--- config.mk ---
export PLATFORM = sky130hd
export DESIGN_NAME = piso_serializer
export DESIGN_NICKNAME = d
export VERILOG_FILES = /design/src/rtl/piso_pkg.sv /design/src/rtl/piso_bit_cnt.sv /design/src/rtl/piso_serializer.sv
export SDC_FILE = /design/constraint.sdc
export NUM_CORES = 1
export LEC_CHECK = 0
export ABC_AREA = 1
export BUFFER_PORTS_ARGS = -buffer_cell sky130_fd_sc_hd__buf_2
export CAP_MARGIN = 10
export CORE_AREA = 3 3 40 42
export DETAILED_ROUTE_END_ITERATION = 8
export DIE_AREA = 0 0 43 45
export GPL_ROUTABILITY_DRIVEN = 1
export PLACE_DENSITY_LB_ADDON = 0.12
export SLEW_MARGIN = 5
export SYNTH_ARGS = -nofsm -noshare
export SYNTH_HDL_FRONTEND = slang
export SYNTH_SLANG_ARGS = --single-unit
--- constraint.sdc ---
create_clock -name clk -period 3.34 [get_ports clk]
set_input_delay 0.167 -clock clk [delete_from_list [all_inputs] [get_ports clk]]
set_output_delay 0.167 -clock clk [all_outputs]
set_load 0.03 [all_outputs]
--- src/rtl/piso_pkg.sv ---
//------------------------------------------------------------------------------
// Module  : piso_pkg
// Brief   : Shared state encoding, default width and shift-order constants
//           for the parallel-in / serial-out serializer.
// Revision: 1.0
//------------------------------------------------------------------------------
`default_nettype none

package piso_pkg;

   typedef enum logic [0:0] {
      IDLE  = 1'b0,
      SHIFT = 1'b1
   } piso_state_t;

   localparam int   DEFAULT_MSB   = 4;

   localparam logic DIR_LSB_FIRST = 1'b0;
   localparam logic DIR_MSB_FIRST = 1'b1;

endpackage

`default_nettype wire

--- src/rtl/piso_bit_cnt.sv ---
//------------------------------------------------------------------------------
// Module  : piso_bit_cnt
// Brief   : Down-counter tracking the bits left in the word being serialized.
// Revision: 1.0
//------------------------------------------------------------------------------
`default_nettype none

module piso_bit_cnt
   import piso_pkg::*;
#(
   parameter int WIDTH = 2
) (
   input  logic             clk,
   input  logic             rst,
   input  logic             load,
   input  logic             dec,
   input  logic [WIDTH-1:0] load_val,
   output logic [WIDTH-1:0] count,
   output logic             zero
);

   logic [WIDTH-1:0] r_count;

   // Load has priority; the counter saturates at zero
   always_ff @(posedge clk or posedge rst) begin
      if (rst) begin
         r_count <= '0;
      end else if (load) begin
         r_count <= load_val;
      end else if (dec && (r_count != '0)) begin
         r_count <= r_count - WIDTH'(1);
      end
   end

   assign count = r_count;
   assign zero  = (r_count == '0);

endmodule

`default_nettype wire

--- src/rtl/piso_serializer.sv ---
//------------------------------------------------------------------------------
// Module  : piso_serializer
// Brief   : Parallel-in / serial-out serializer with ready/valid load, shift
//           enable, selectable bit order and back-to-back word support.
// Revision: 1.0
//------------------------------------------------------------------------------
`default_nettype none

module piso_serializer
   import piso_pkg::*;
#(
   parameter int MSB = DEFAULT_MSB
) (
   input  logic           clk,
   input  logic           rst,
   input  logic           load_valid,
   output logic           load_ready,
   input  logic [MSB-1:0] load_data,
   input  logic           dir,
   input  logic           en,
   output logic           sout,
   output logic           sout_valid,
   output logic           last
);

   localparam int             c_cnt_w    = (MSB > 1) ? $clog2(MSB) : 1;
   localparam logic [c_cnt_w-1:0] c_cnt_init = c_cnt_w'(MSB - 1);

   piso_state_t        r_state;
   piso_state_t        w_state_nxt;
   logic [MSB-1:0]     r_sreg;
   logic               r_dir;
   logic               r_rdy_en;
   logic [c_cnt_w-1:0] w_cnt;
   logic               w_zero;
   logic               w_xfer;
   logic               w_shift;
   logic               w_load_ready;
   logic               w_sout_valid;
   logic               w_last;

   // Holds load_ready low until the first edge after reset release
   always_ff @(posedge clk or posedge rst) begin
      if (rst) begin
         r_rdy_en <= 1'b0;
      end else begin
         r_rdy_en <= 1'b1;
      end
   end

   always_ff @(posedge clk or posedge rst) begin
      if (rst) begin
         r_state <= IDLE;
      end else begin
         r_state <= w_state_nxt;
      end
   end

   always_comb begin
      w_state_nxt  = r_state;
      w_load_ready = 1'b0;
      w_sout_valid = 1'b0;
      w_last       = 1'b0;
      w_xfer       = 1'b0;
      w_shift      = 1'b0;
      case (r_state)
         IDLE: begin
            w_load_ready = r_rdy_en;
         end
         SHIFT: begin
            w_sout_valid = 1'b1;
            w_last       = w_zero;
            w_load_ready = r_rdy_en & w_zero & en;
            w_shift      = en & ~w_zero;
            if (w_zero && en && !load_valid) begin
               w_state_nxt = IDLE;
            end
         end
         default: begin
            w_state_nxt = IDLE;
         end
      endcase
      w_xfer = load_valid & w_load_ready;
      if (w_xfer) begin
         w_state_nxt = SHIFT;
      end
   end

   // The bit on sout always sits at the end of the register selected by r_dir
   always_ff @(posedge clk or posedge rst) begin
      if (rst) begin
         r_sreg <= '0;
         r_dir  <= DIR_LSB_FIRST;
      end else if (w_xfer) begin
         r_sreg <= load_data;
         r_dir  <= dir;
      end else if (w_shift) begin
         if (r_dir == DIR_MSB_FIRST) begin
            r_sreg <= {r_sreg[MSB-2:0], 1'b0};
         end else begin
            r_sreg <= {1'b0, r_sreg[MSB-1:1]};
         end
      end
   end

   piso_bit_cnt #(
      .WIDTH (c_cnt_w)
   ) u_bit_cnt (
      .clk      (clk),
      .rst      (rst),
      .load     (w_xfer),
      .dec      (w_shift),
      .load_val (c_cnt_init),
      .count    (w_cnt),
      .zero     (w_zero)
   );

   assign load_ready = w_load_ready;
   assign sout_valid = w_sout_valid;
   assign last       = w_last;
   assign sout       = (r_state == SHIFT) ?
                       ((r_dir == DIR_MSB_FIRST) ? r_sreg[MSB-1] : r_sreg[0]) : 1'b0;

endmodule

`default_nettype wire

# Yosys cells after proc, flatten, opt, wreduce, memory -nomap -nowiden
# Index checks and enable logic that the tools add are counted.
op_classes:
  add_sub_neg: 1
  mux: 14
  bitwise_logic: 6
  n_reduce_logical: 8
op_table:
  columns: ["cell", "count"]
  rows:
  - ["$mux W4", 3]
  - ["$mux W1", 8]
  - ["$reduce_bool A2 Y1", 3]
  - ["$and A1 B1 Y1", 4]
  - ["$mux W2", 2]
  - ["$logic_and A1 B1 Y1", 3]
  - ["$logic_not A2 Y1", 1]
  - ["$not A1 Y1", 2]
  - ["$pmux W1 S2", 1]
  - ["$sub A2 B1 Y2 const B", 1]
  - ["$logic_not A1 Y1", 1]
word_totals:
  regBits: 9
  inputBits: 9
  word_cells: 34

# Depth between registers and ports, before layout
# Gate-level depths: netlist (run 1).
depth:
  depth_word: 7
  mapped_depth: 9

# Hierarchy
# Synthesis (run 1) repeated with hierarchy kept, for this count alone.
hier_totals:
  hier_cells: 75
  area_unflattened_um2: 545.5
modules_own_cells:
  columns: ["module", "instances", "cells_each", "area_per_inst_um2"]
  rows:
  - ["piso_serializer", 1, 55, 414.1]
  - ["piso_bit_cnt", 1, 20, 131.4]

# Worst setup path before layout (run 1)
# Ideal clock, no wire load.
synth_path:
  path_kind: "reg-to-reg"
  startpoint: "register u_bit_cnt.r_count[0] (netlist: u_bit_cnt.count[0])"
  endpoint: "register r_sreg[2]"
  setup_time_ns: 0.117
  t_arrival_ns: 1.321
  t_required_ns: 3.223
  slack_ns: 1.902
  stages_incl_launch_ff: 8
  path_buffers: 0
  period_less_slack_ns: 1.438
  cell_sequence: "dfrtp_1 > inv_1 > ha_1 > nand2_1 > a21boi_2 > nand3b_1 > nand2_1 > nand2_1"
synth_via:
  elab_chain_len: 6
  word_cells_on_any_way: 10
synth_rtl:
  columns: ["item", "line_no", "source"]
  rows:
  - ["start, declared", "piso_bit_cnt.sv:22", "logic [WIDTH-1:0] r_count;"]
  - ["start signal, assigned", "piso_bit_cnt.sv:29", "r_count <= load_val;"]
  - ["start signal, assigned", "piso_bit_cnt.sv:31", "r_count <= r_count - WIDTH'(1);"]
  - ["$logic_not A2 Y1 *", "piso_bit_cnt.sv:36", "assign zero = (r_count == '0);"]
  - ["$and A1 B1 Y1 * (2 in a row)", "piso_serializer.sv:73", "w_load_ready = r_rdy_en & w_zero & en;"]
  - ["$pmux W1 S2 *", "piso_serializer.sv:66", "case (r_state)"]
  - ["net load_ready", "piso_serializer.sv:17", "output logic load_ready,"]
  - ["$and A1 B1 Y1 *", "piso_serializer.sv:83", "w_xfer = load_valid & w_load_ready;"]
  - ["$mux W4 or $reduce_bool A2 Y1 (tied branches)", null, null]
  - ["end signal, assigned", "piso_serializer.sv:95", "r_sreg <= load_data;"]
  - ["end signal, assigned", "piso_serializer.sv:99", "r_sreg <= {r_sreg[MSB-2:0], 1'b0};"]
  - ["end signal, assigned", "piso_serializer.sv:101", "r_sreg <= {1'b0, r_sreg[MSB-1:1]};"]
  - ["end, declared", "piso_serializer.sv:31", "logic [MSB-1:0] r_sreg;"]
# The timed path passes the listed nets; every way through them passes the cells marked *.
# A chain may end at the register's enable or synchronous reset.

# Worst setup path in the final report (run 1)
layout_path:
  startpoint: "register u_bit_cnt.r_count[0] (netlist: u_bit_cnt.count[0])"
  endpoint: "output load_ready"
layout_via:
  elab_chain_len: 4
layout_rtl:
  columns: ["item", "line_no"]
  rows:
  - ["$logic_not A2 Y1", "piso_bit_cnt.sv:36"]
  - ["$and A1 B1 Y1 (2 in a row)", "piso_serializer.sv:73"]
  - ["$pmux W1 S2", "piso_serializer.sv:66"]
  - ["end, declared", "piso_serializer.sv:17"]
# Every way passes these cells.

==> results of run 1 <==
-- path summary, 6_finish.rpt --
check,slack (ps),end,cells after the start
max reg2reg,1950,r_sreg[1],9
max in group asynchronous,2670,r_sreg[3],3
min in group asynchronous,410,r_state,3
min reg2reg,500,u_bit_cnt.count[0],2
min,130,r_dir,3
max,1690,load_ready,5
-- power groups by stage --
stage	Clock, µW	Combinational (µW)	Sequential (µW)
2_1_floorplan	0	194	190
3_3_place_gp	0	254	194
3_5_place_dp	0	257	194
4_1_cts	88.1	258	192
5_1_grt	92.8	287	200
6_report	82.4	254	193
-- metal layers --
metal,vias to the layer above,share of wire,wire (µm)
met1,197,0.47,507
met2,9,0.48,515
met4,0,0.0093,10
li1,250,-,-
met5,-,0,0
met3,2,0.034,36
-- through the flow --
stage,std cells,setup slack [ps]
after floorplan,69,1902
after detailed placement,96,1947
after global routing,101,1572
final,101,1691
after CTS,101,1665
after global placement,96,1962
-- cell families after synthesis --
kind of cell,share of synthesized area
other,0.007292
adders and majority gates,0.02433
DFF,0.4380
buffers and inverters,0.07543
AOI/OAI and AO/OA,0.06569
and+or+nand+nor,0.3893
-- registers in the layout, summed over array words and instances, names as in the netlist --
register,count
r_dir,1
r_state,1
r_sreg,4
r_rdy_en,1
u_bit_cnt.count,2
-- worst max-delay path, delay by kind of cell, from the launching register on --
kind	cells	cell delay [ps]
buf+inv	2	310
fa+ha+maj	1	210
simple gates	1	110
compound gates	1	220
flops	1	370
-- area by class of cell --
cell class,count,area (µm²)
fillers,134,655.6
flip-flops and latches,9,225.2
multi-input cells,50,250.2
well taps,15,18.77
repair buffers,13,70.07
inverters,10,38.79
clock buffers,4,26.28
-- layout by cell type (no fill, tap or decap), drive strengths merged --
master / netlist / final
clkbuf: 0 / 4
nand2: 28 / 28
nand4: 1 / 1
dlygate4sd3: 0 / 1
o211ai: 1 / 1
a21oi: 1 / 1
nor2: 5 / 5
clkinv: 1 / 1
inv: 9 / 9
ha: 1 / 1
buf: 0 / 12
dfrtp: 9 / 9
o21ai: 2 / 2
conb: 1 / 1
a21boi: 1 / 1
nand3: 7 / 7
nand3b: 2 / 2
-- repair_timing --
item / 4_1_cts / 5_1_grt
setup endpoints to repair: 0 / 0
buffers inserted: 0 / 0
hold endpoints to repair: 9 / 0
hold buffers: 1 / 0
==> results.ini, run 1 <==
[run_status]
status=complete, no violations

[global_routing]
grt_max_degree=10
grt_pass1_wl_um=1945
gr-usage-all-layers=0.1421
top_usage_layer=met2
grtUsageMet1=0.1737
use_met2=0.2156
overflow=0
grtUsageMet3=0.05976
grt_pass1_vias=433
antenna_found_initial=0

[power_and_ir_drop]
p_seq_frac=0.364
power_density_nw_per_um2=840.7
ir_worst_vdd_uv=282.9
swShare=0.4575
switching_power_uw=242.0
power_leakage_uw=0.0003591
p_clk_frac=0.156
finalPower_uw=529.1
combPwrFrac=0.480
internal_power_uw=287.0

[die]
die_w_um=43
core-area_um2=1285
die_h_um=45
rows=13
ios=13
dieArea_um2=1935
start_util=0.4002

[synthesis]
synth_commonest_cells=nand2_1, dfrtp_1, inv_1, nand3_1, nor2_1
yosys_warnings=0
synth_cells=69
ys_top_cells_by_area=dfrtp_1, nand2_1, nand3_1
ys_seq_area_frac=0.4380
synth_edf_count=0
synth-seq-cells=9
yosysTopAreaCell=dfrtp_1
postSynthAreaPerCell_um2=7.453
synth_top_area_frac=0.4380
synth.distinct_cells=18
syn-num-nets=79
synthArstFlopShare=1.000
synthFlopType=dfrtp_1
yosysMostFrequentCell=nand2_1
synth_area_um2=514.2

[critical_path]
worstPathArrival_ps=1480
timing.rr.start=u_bit_cnt.count[0]
path_class=register to primary output
crit_path_max_fanout=4
cpPeakStageDelay_ps=370
cp_slowest_cell=dfrtp_1
start_kind=register
required_ps=3170
end_kind=primary output
path_cells=inv_1 -> ha_1 -> nand2_1 -> a21boi_2 -> buf_2
startpoint=u_bit_cnt.count[0]

[timing]
fin_tns_setup_ps=0
finalCriticalPeriod_ps=1649
max_freq_ghz=0.6064
hold_ws_ps=131.6
setup_violations=0
drv_slew=0
rsz0062_at_grt=no
final_hold_viol_count=0
skew_ps=0.7574
fin_crit_sh=0.4937

[clock_network]
clk_pin_slew_worst_paths_ps=60
cts_buffers=3
ctsResizeCount=0
cts-htree-levels=1
cts_buffer_depth=2
clock-root-buffer=clkbuf_4
cts_tree=built
clk_latency_ps=260
clock-sinks=9

[finish]
nets=97
diodes=0
utilization=0.4898
layout-drive-gt1-share=0.2674
area_growth_pct=22.38
finish.instance_area_um2=629.4

[routing]
vias=458
ant_nets=0
drc=0
drt-initial-drc-count=8
vias_per_cell=4.535
wirelength_um=1070
drt_pass1_iterations=3
routedWlPerCell_um=10.59

[placement]
gp_congestion=0.8728
port_buffers=12
post_dp_cell_area_um2=593.1
dp_hpwl_um=852.6

[flow_run]
drv_cap=0

[min_path]
hp-class=input pin to register
hp-start=dir

No activity file was read; power rests on OpenSTA's default activity.
==> run 2: changes to the inputs <==
==> constraint.sdc (replaced) <==
create_clock -name clk -period 1.4 [get_ports clk]
set_input_delay 0.07 -clock clk [delete_from_list [all_inputs] [get_ports clk]]
set_output_delay 0.07 -clock clk [all_outputs]
set_load 0.03 [all_outputs]
==> run 2 against run 1 <==
Power grew to 2.8 times the previous value. Global-route usage is 0.75 points lower. Non-clock buffer count up 4. Final cell count up 4.0%. Highest routed layer unchanged. Die area unchanged. Clock power grew to 2.5 times the previous value.
==> results.ini, run 2 (synthesis results as in run 1) <==
[finish]
layout_commonest_cell=nand2_1  ; unchanged
layout_common_cells=nand2_1, buf_2, dfrtp_1  ; unchanged
finish.instance_area_um2=719.4  ; was 629.4 µm²
layout-drive-gt1-share=0.3556  ; was 0.2674
nets=101  ; was 97
largest_register_ffs=4  ; unchanged
final-instance-count-excl-fill=105  ; was 101
regMostFlops=r_sreg  ; unchanged
fill_cells=123  ; was 134
area_growth_pct=39.90  ; was 22.38%
diodes=0  ; unchanged

[clock_network]
clock-root-buffer=clkbuf_4  ; unchanged
clk_latency_ps=270  ; was 260 ps
cts_buffers=3  ; unchanged
clock-sinks=9  ; unchanged
cts_tree=built  ; unchanged
clk_pin_slew_worst_paths_ps=60  ; about the same
cts-htree-levels=1  ; unchanged
cts_buffer_depth=2  ; unchanged

[routing]
vias=500  ; was 458
wirelength_um=1123  ; was 1070 µm
drt_pass1_iterations=3  ; unchanged
ant_nets=0  ; unchanged
drt-initial-drc-count=11  ; was 8
drc=0  ; unchanged
routedWlPerCell_um=10.70  ; was 10.59 µm
vias_per_cell=4.762  ; was 4.535

[timing]
setup_ws_ps=76.63  ; was 1691 ps
hold_ws_ps=27.92  ; was 131.6 ps
rsz0062_at_grt=no  ; unchanged
skew_ps=5.772  ; was 0.7574 ps
fin_crit_sh=0.9453
setup_violations=0  ; unchanged
max_freq_ghz=0.7556
fin_tns_setup_ps=0  ; unchanged
final_hold_viol_count=0  ; unchanged
finalCriticalPeriod_ps=1323
drv_slew=0  ; unchanged

[placement]
dp_hpwl_um=802.6  ; was 852.6 µm
place_ws_ps=55.63  ; was 1947 ps
port_buffers=12  ; unchanged
post_dp_cell_area_um2=608.1  ; was 593.1 µm²
placed_cells=97  ; was 96
gp_congestion=0.7442  ; was 0.8728

[die]
rows=13  ; unchanged
die_h_um=45  ; unchanged
ios=13  ; unchanged
die_w_um=43  ; unchanged
dieArea_um2=1935  ; unchanged
core-area_um2=1285  ; unchanged
start_util=0.4002  ; unchanged

[power_and_ir_drop]
power_leakage_uw=0.0003977  ; was 0.0003591 µW
ir_worst_vdd_uv=1171  ; was 282.9 µV
power_density_nw_per_um2=2089  ; was 840.7 nW/µm²

[critical_path]
end_kind=primary output  ; unchanged
required_ps=1330  ; was 3170 ps
timing.rr.start=u_bit_cnt.count[1]  ; was u_bit_cnt.count[0]
crit_path_max_fanout=2  ; was 4
worstPathArrival_ps=1250  ; was 1480 ps
startpoint=u_bit_cnt.count[1]  ; was u_bit_cnt.count[0]
path_class=register to primary output  ; unchanged
start_kind=register  ; unchanged

[global_routing]
antenna_found_initial=0  ; unchanged
grt_pass1_wl_um=1821  ; was 1945 µm
grt_max_degree=10  ; unchanged
overflow=0  ; unchanged
gr-usage-all-layers=0.1347  ; was 0.1421
grt_pass1_vias=442  ; was 433

[min_path]
hp-start=dir  ; unchanged
hp-class=input pin to register  ; unchanged

[flow_run]
drv_cap=0  ; unchanged

[run_status]
status=complete, no violations  ; unchanged

==> run 2: layer usage <==
metal  vias up  share of wire  global-route usage
met5         -              0                   0
met1       227           0.48              0.1592
met3         4          0.041             0.03984
met4         0          0.029              0.1084
li1        258              -                   -
met2        11           0.45              0.2036
==> run 2: path summary, 6_finish.rpt <==
| kind | end | cells past startpoint | slack (ps) |
|---|---|---|---|
| worst min-delay path | r_dir | 3 | 30 |
| min in group asynchronous | r_state | 3 | 320 |
| worst min register to register | r_sreg[2] | 2 | 520 |
| max in group asynchronous | r_rdy_en | 3 | 810 |
| worst max register to register | u_bit_cnt.count[1] | 8 | 110 |
| worst max-delay path | load_ready | 5 | 80 |
==> run 2: cell type report <==
class	count	area [µm²]	area share
Tap cell	15	18.77	0.02609
Sequential cell	9	225.2	0.3130
Inverter	10	38.79	0.05391
Timing Repair Buffer	17	120.1	0.1670
Clock buffer	4	26.28	0.03652
Multi-Input combinational cell	50	290.3	0.4035
==> run 2: metrics by stage <==
step	util	power [µW]
after global placement	0.4732	1104
after detailed placement	0.4732	1095
final	0.5599	1503
after CTS	0.5141	1340
after global routing	0.5599	1639
after floorplan	-	928.2
==> run 2: where the power goes <==
part           switching [µW]  internal, µW
Clock                    96.8           110
Sequential                101           363
Combinational             467           365
Total                     665           838
==> run 2: timing repair <==
action                                 4_1_cts  5_1_grt
hold buffers                                 1        0
resized for setup                            3       13
pin swaps                                    1        2
setup endpoints to repair                    1        6
endpoints found under the hold margin        9        0
setup buffers                                1        2
==> run 2: worst max-delay path: stages, from the launching register on <==
cell and delay, ps:
dfrtp_1 390, inv_2 70, ha_4 150, nand2_4 60
a21boi_4 150, buf_6 150
==> run 3: changes to the inputs <==
--- a/config.mk
+++ b/config.mk
@@ -8,12 +8,13 @@
 export ABC_AREA = 1
 export BUFFER_PORTS_ARGS = -buffer_cell sky130_fd_sc_hd__buf_2
 export CAP_MARGIN = 10
-export CORE_AREA = 3 3 40 42
+export CORE_MARGIN = 2
+export CORE_UTILIZATION = 40
 export DETAILED_ROUTE_END_ITERATION = 8
-export DIE_AREA = 0 0 43 45
 export GPL_ROUTABILITY_DRIVEN = 1
 export PLACE_DENSITY_LB_ADDON = 0.12
 export SLEW_MARGIN = 5
 export SYNTH_ARGS = -nofsm -noshare
 export SYNTH_HDL_FRONTEND = slang
+export SYNTH_HIERARCHICAL = 1
 export SYNTH_SLANG_ARGS = --single-unit
==> run 3 against run 2 <==
Clock skew shrank 2.8 ps. Sequential cell count unchanged. Setup slack worse by 45 ps. Die area shrank 13%. Critical path depth increased by 1.
==> results.ini, run 3 <==
[run_status]
status=complete, no violations  ; unchanged

[synthesis]
synth_adder_area_share=0.02294  ; was 0.02433
synth-seq-cells=9  ; unchanged
synth_commonest_cells=nand2_1, inv_1, dfrtp_1, nand3_1, o21ai_0  ; was nand2_1, dfrtp_1, inv_1, nand3_1, nor2_1
synth_top_family_by_area=simple AND/OR/NAND/NOR gates  ; unchanged
synth_area_um2=545.5  ; was 514.2 µm²
yosysTopAreaCell=dfrtp_1  ; unchanged
synth_simple_gate_area_frac=0.3761  ; was 0.3893
ys_top_cells_by_area=dfrtp_1, nand2_1, nand3_1  ; unchanged
post_synth_xor_area_fraction=0  ; unchanged
synthFlopType=dfrtp_1  ; unchanged
synth_compound_area_frac=0.08945  ; was 0.06569
postSynthAreaPerCell_um2=7.274  ; was 7.453 µm²
yosys_warnings=6  ; was 0
synth.distinct_cells=18  ; unchanged
synth_cells=75  ; was 69
yosysMostFrequentCell=nand2_1  ; unchanged
muxShareOfSynthArea=0  ; unchanged
synth_edf_count=0  ; unchanged
ys_seq_area_frac=0.4128  ; was 0.4380
synthArstFlopShare=1.000  ; unchanged
synth_top_area_frac=0.4128  ; was 0.4380

[routing]
vias_per_cell=4.611  ; was 4.762
drc=0  ; unchanged
drt-initial-drc-count=15  ; was 11
routedWlPerCell_um=9.929  ; was 10.70 µm
drt_pass1_iterations=3  ; unchanged
ant_nets=0  ; unchanged
vias=521  ; was 500
wirelength_um=1122  ; was 1123 µm

[timing]
hold_ws_ps=11.94  ; was 27.92 ps
max_freq_ghz=0.7308  ; was 0.7556 GHz
drv_slew=0  ; unchanged
fin_crit_sh=0.9774  ; was 0.9453
rsz0062_at_grt=yes  ; was no
skew_ps=2.978  ; was 5.772 ps
final_hold_viol_count=0  ; unchanged
finalCriticalPeriod_ps=1368  ; was 1323 ps
setup_violations=0  ; unchanged

[power_and_ir_drop]
p_clk_frac=0.139  ; was 0.138
p_seq_frac=0.309  ; about the same
internal_power_uw=829.3  ; was 837.7 µW
switching_power_uw=678.7  ; was 665.4 µW
power_leakage_uw=0.0004030  ; was 0.0003977 µW
ir_worst_vdd_uv=1020  ; was 1171 µV
swShare=0.4501  ; was 0.4427
finalPower_uw=1508  ; was 1503 µW
combPwrFrac=0.552  ; was 0.554
power_density_nw_per_um2=2050  ; was 2089 nW/µm²

[flow_run]
drv_cap=0  ; unchanged

[clock_network]
clk_latency_ps=260  ; was 270 ps
clk_pin_slew_worst_paths_ps=60  ; about the same
cts-htree-levels=1  ; unchanged
clock-sinks=9  ; unchanged
clock-root-buffer=clkbuf_4  ; unchanged
cts_buffers=3  ; unchanged
cts_buffer_depth=2  ; unchanged
cts_tree=built  ; unchanged

[die]
dieArea_um2=1675  ; was 1935 µm²
start_util=0.4245  ; was 0.4002
ios=13  ; unchanged
core-area_um2=1285  ; unchanged
rows=13  ; unchanged
die_w_um=40.93  ; was 43 µm
die_h_um=40.93  ; was 45 µm

[global_routing]
grt_max_degree=9  ; was 10
overflow=0  ; unchanged
antenna_found_initial=0  ; unchanged
gr-usage-all-layers=0.1699  ; was 0.1347
grt_pass1_wl_um=1780  ; was 1821 µm
grt_pass1_vias=436  ; was 442

[critical_path]
cp_slowest_cell=dfrtp_1  ; unchanged
start_kind=register  ; unchanged
path_cells=inv_1 -> ha_2 -> nand2_2 -> nand2_4 -> and2_4 -> buf_6  ; was inv_2 -> ha_4 -> nand2_4 -> a21boi_4 -> buf_6
required_ps=1330  ; about the same
path_class=register to primary output  ; unchanged
cpPeakStageDelay_ps=380  ; was 390 ps
crit_path_max_fanout=5  ; was 2
end_kind=primary output  ; unchanged
worstPathArrival_ps=1300  ; was 1250 ps

[finish]
layout_common_cells=nand2_1, inv_1, buf_2  ; was nand2_1, buf_2, dfrtp_1
diodes=0  ; unchanged
regMostFlops=r_sreg  ; unchanged
nets=109  ; was 101
regArea_um2=225.2  ; unchanged
utilization=0.5725  ; was 0.5599
layout-drive-gt1-share=0.3367  ; was 0.3556
area_growth_pct=34.86  ; was 39.90%
layout_commonest_cell=nand2_1  ; unchanged
finish.instance_area_um2=735.7  ; was 719.4 µm²
multi_input_area_um2=295.3  ; was 290.3 µm²
fill_cells=122  ; was 123
largest_register_ffs=4  ; unchanged

[min_path]
hp-class=input pin to register  ; unchanged

[placement]
port_buffers=12  ; unchanged
post_dp_cell_area_um2=661.9  ; was 608.1 µm²
dp_hpwl_um=857.8  ; was 802.6 µm
gp_congestion=0.6965  ; was 0.7442

run 3: cell types whose count changed after synthesis, moves of 2 or more:
| cell | change |
|---|---|
| o21ai_1 | +2 |
| nand3_1 | +3 |
| o21ai_0 | +3 |
| inv_1 | +3 |
| nand3b_1 | -2 |
| nor2_1 | -4 |
run 3: cell families after synthesis:
kind of cell	count (synthesis)
flip-flops	9
AND/OR/NAND/NOR	42
AO/OA/AOI/OAI	9
other	1
adder cells (fa/ha/maj)	1
buffers and inverters	13
run 3: per-layer routing:
| metal | vias up | part of all wire | track usage |
|---|---|---|---|
| met5 | - | 0 | 0 |
| met4 | 0 | 0.013 | 0.1000 |
| met3 | 4 | 0.031 | 0.04891 |
| met2 | 8 | 0.46 | 0.2305 |
| met1 | 230 | 0.50 | 0.2341 |
| li1 | 279 | - | - |
run 3: path summary, 6_finish.rpt:
check | from | to | slack, ps | depth (start not counted)
worst min-delay path | dir | r_dir | 10 | 3
min in group asynchronous | rst | u_bit_cnt/count[0] | 200 | 3
worst min register to register | u_bit_cnt/count[1] | u_bit_cnt/count[1] | 520 | 2
max in group asynchronous | rst | r_dir | 890 | 3
worst max register to register | u_bit_cnt/count[1] | r_sreg[1] | 100 | 8
worst max-delay path | u_bit_cnt/count[1] | load_ready | 30 | 6
run 3: area by class of cell:
class	instances	area share
repair buffers	17	0.1582
well taps	15	0.02551
multi-input cells	55	0.4014
inverters	13	0.07313
clock buffers	4	0.03571
flip-flops and latches	9	0.3061
run 3: repair_timing:
action | 4_1_cts | 5_1_grt
endpoints found under the setup margin | 1 | 6
endpoints found under the hold margin | 9 | 0
hold buffers | 1 | 0
gates resized for setup | 3 | 12
pin swaps | 0 | 2
cloned | 0 | 0
buffers inserted | 1 | 0
run 3: worst max-delay path: cells and delay by family (launching register included):
family	cells	cell delay, ps
flops	1	380
simple gates	3	280
buf+inv	2	180
fa+ha+maj	1	180
run 3: stage by stage:
step                setup WS [ps]  setup TNS, ps  std cells
detailed placement          62.86              0        108
CTS                         22.27              0        113
finish                      31.64              0        113
global placement            65.14              0        108
floorplan                   43.05              0         77
global route               -54.64         -143.5        113
run 3: power groups by stage:
stage / combinational (µW) / clock, µW / sequential, µW
global placement: 743 / 0 / 470
floorplan: 520 / 0 / 465
CTS: 769 / 211 / 460
global route: 945 / 228 / 479
finish: 833 / 210 / 465
detailed placement: 742 / 0 / 471
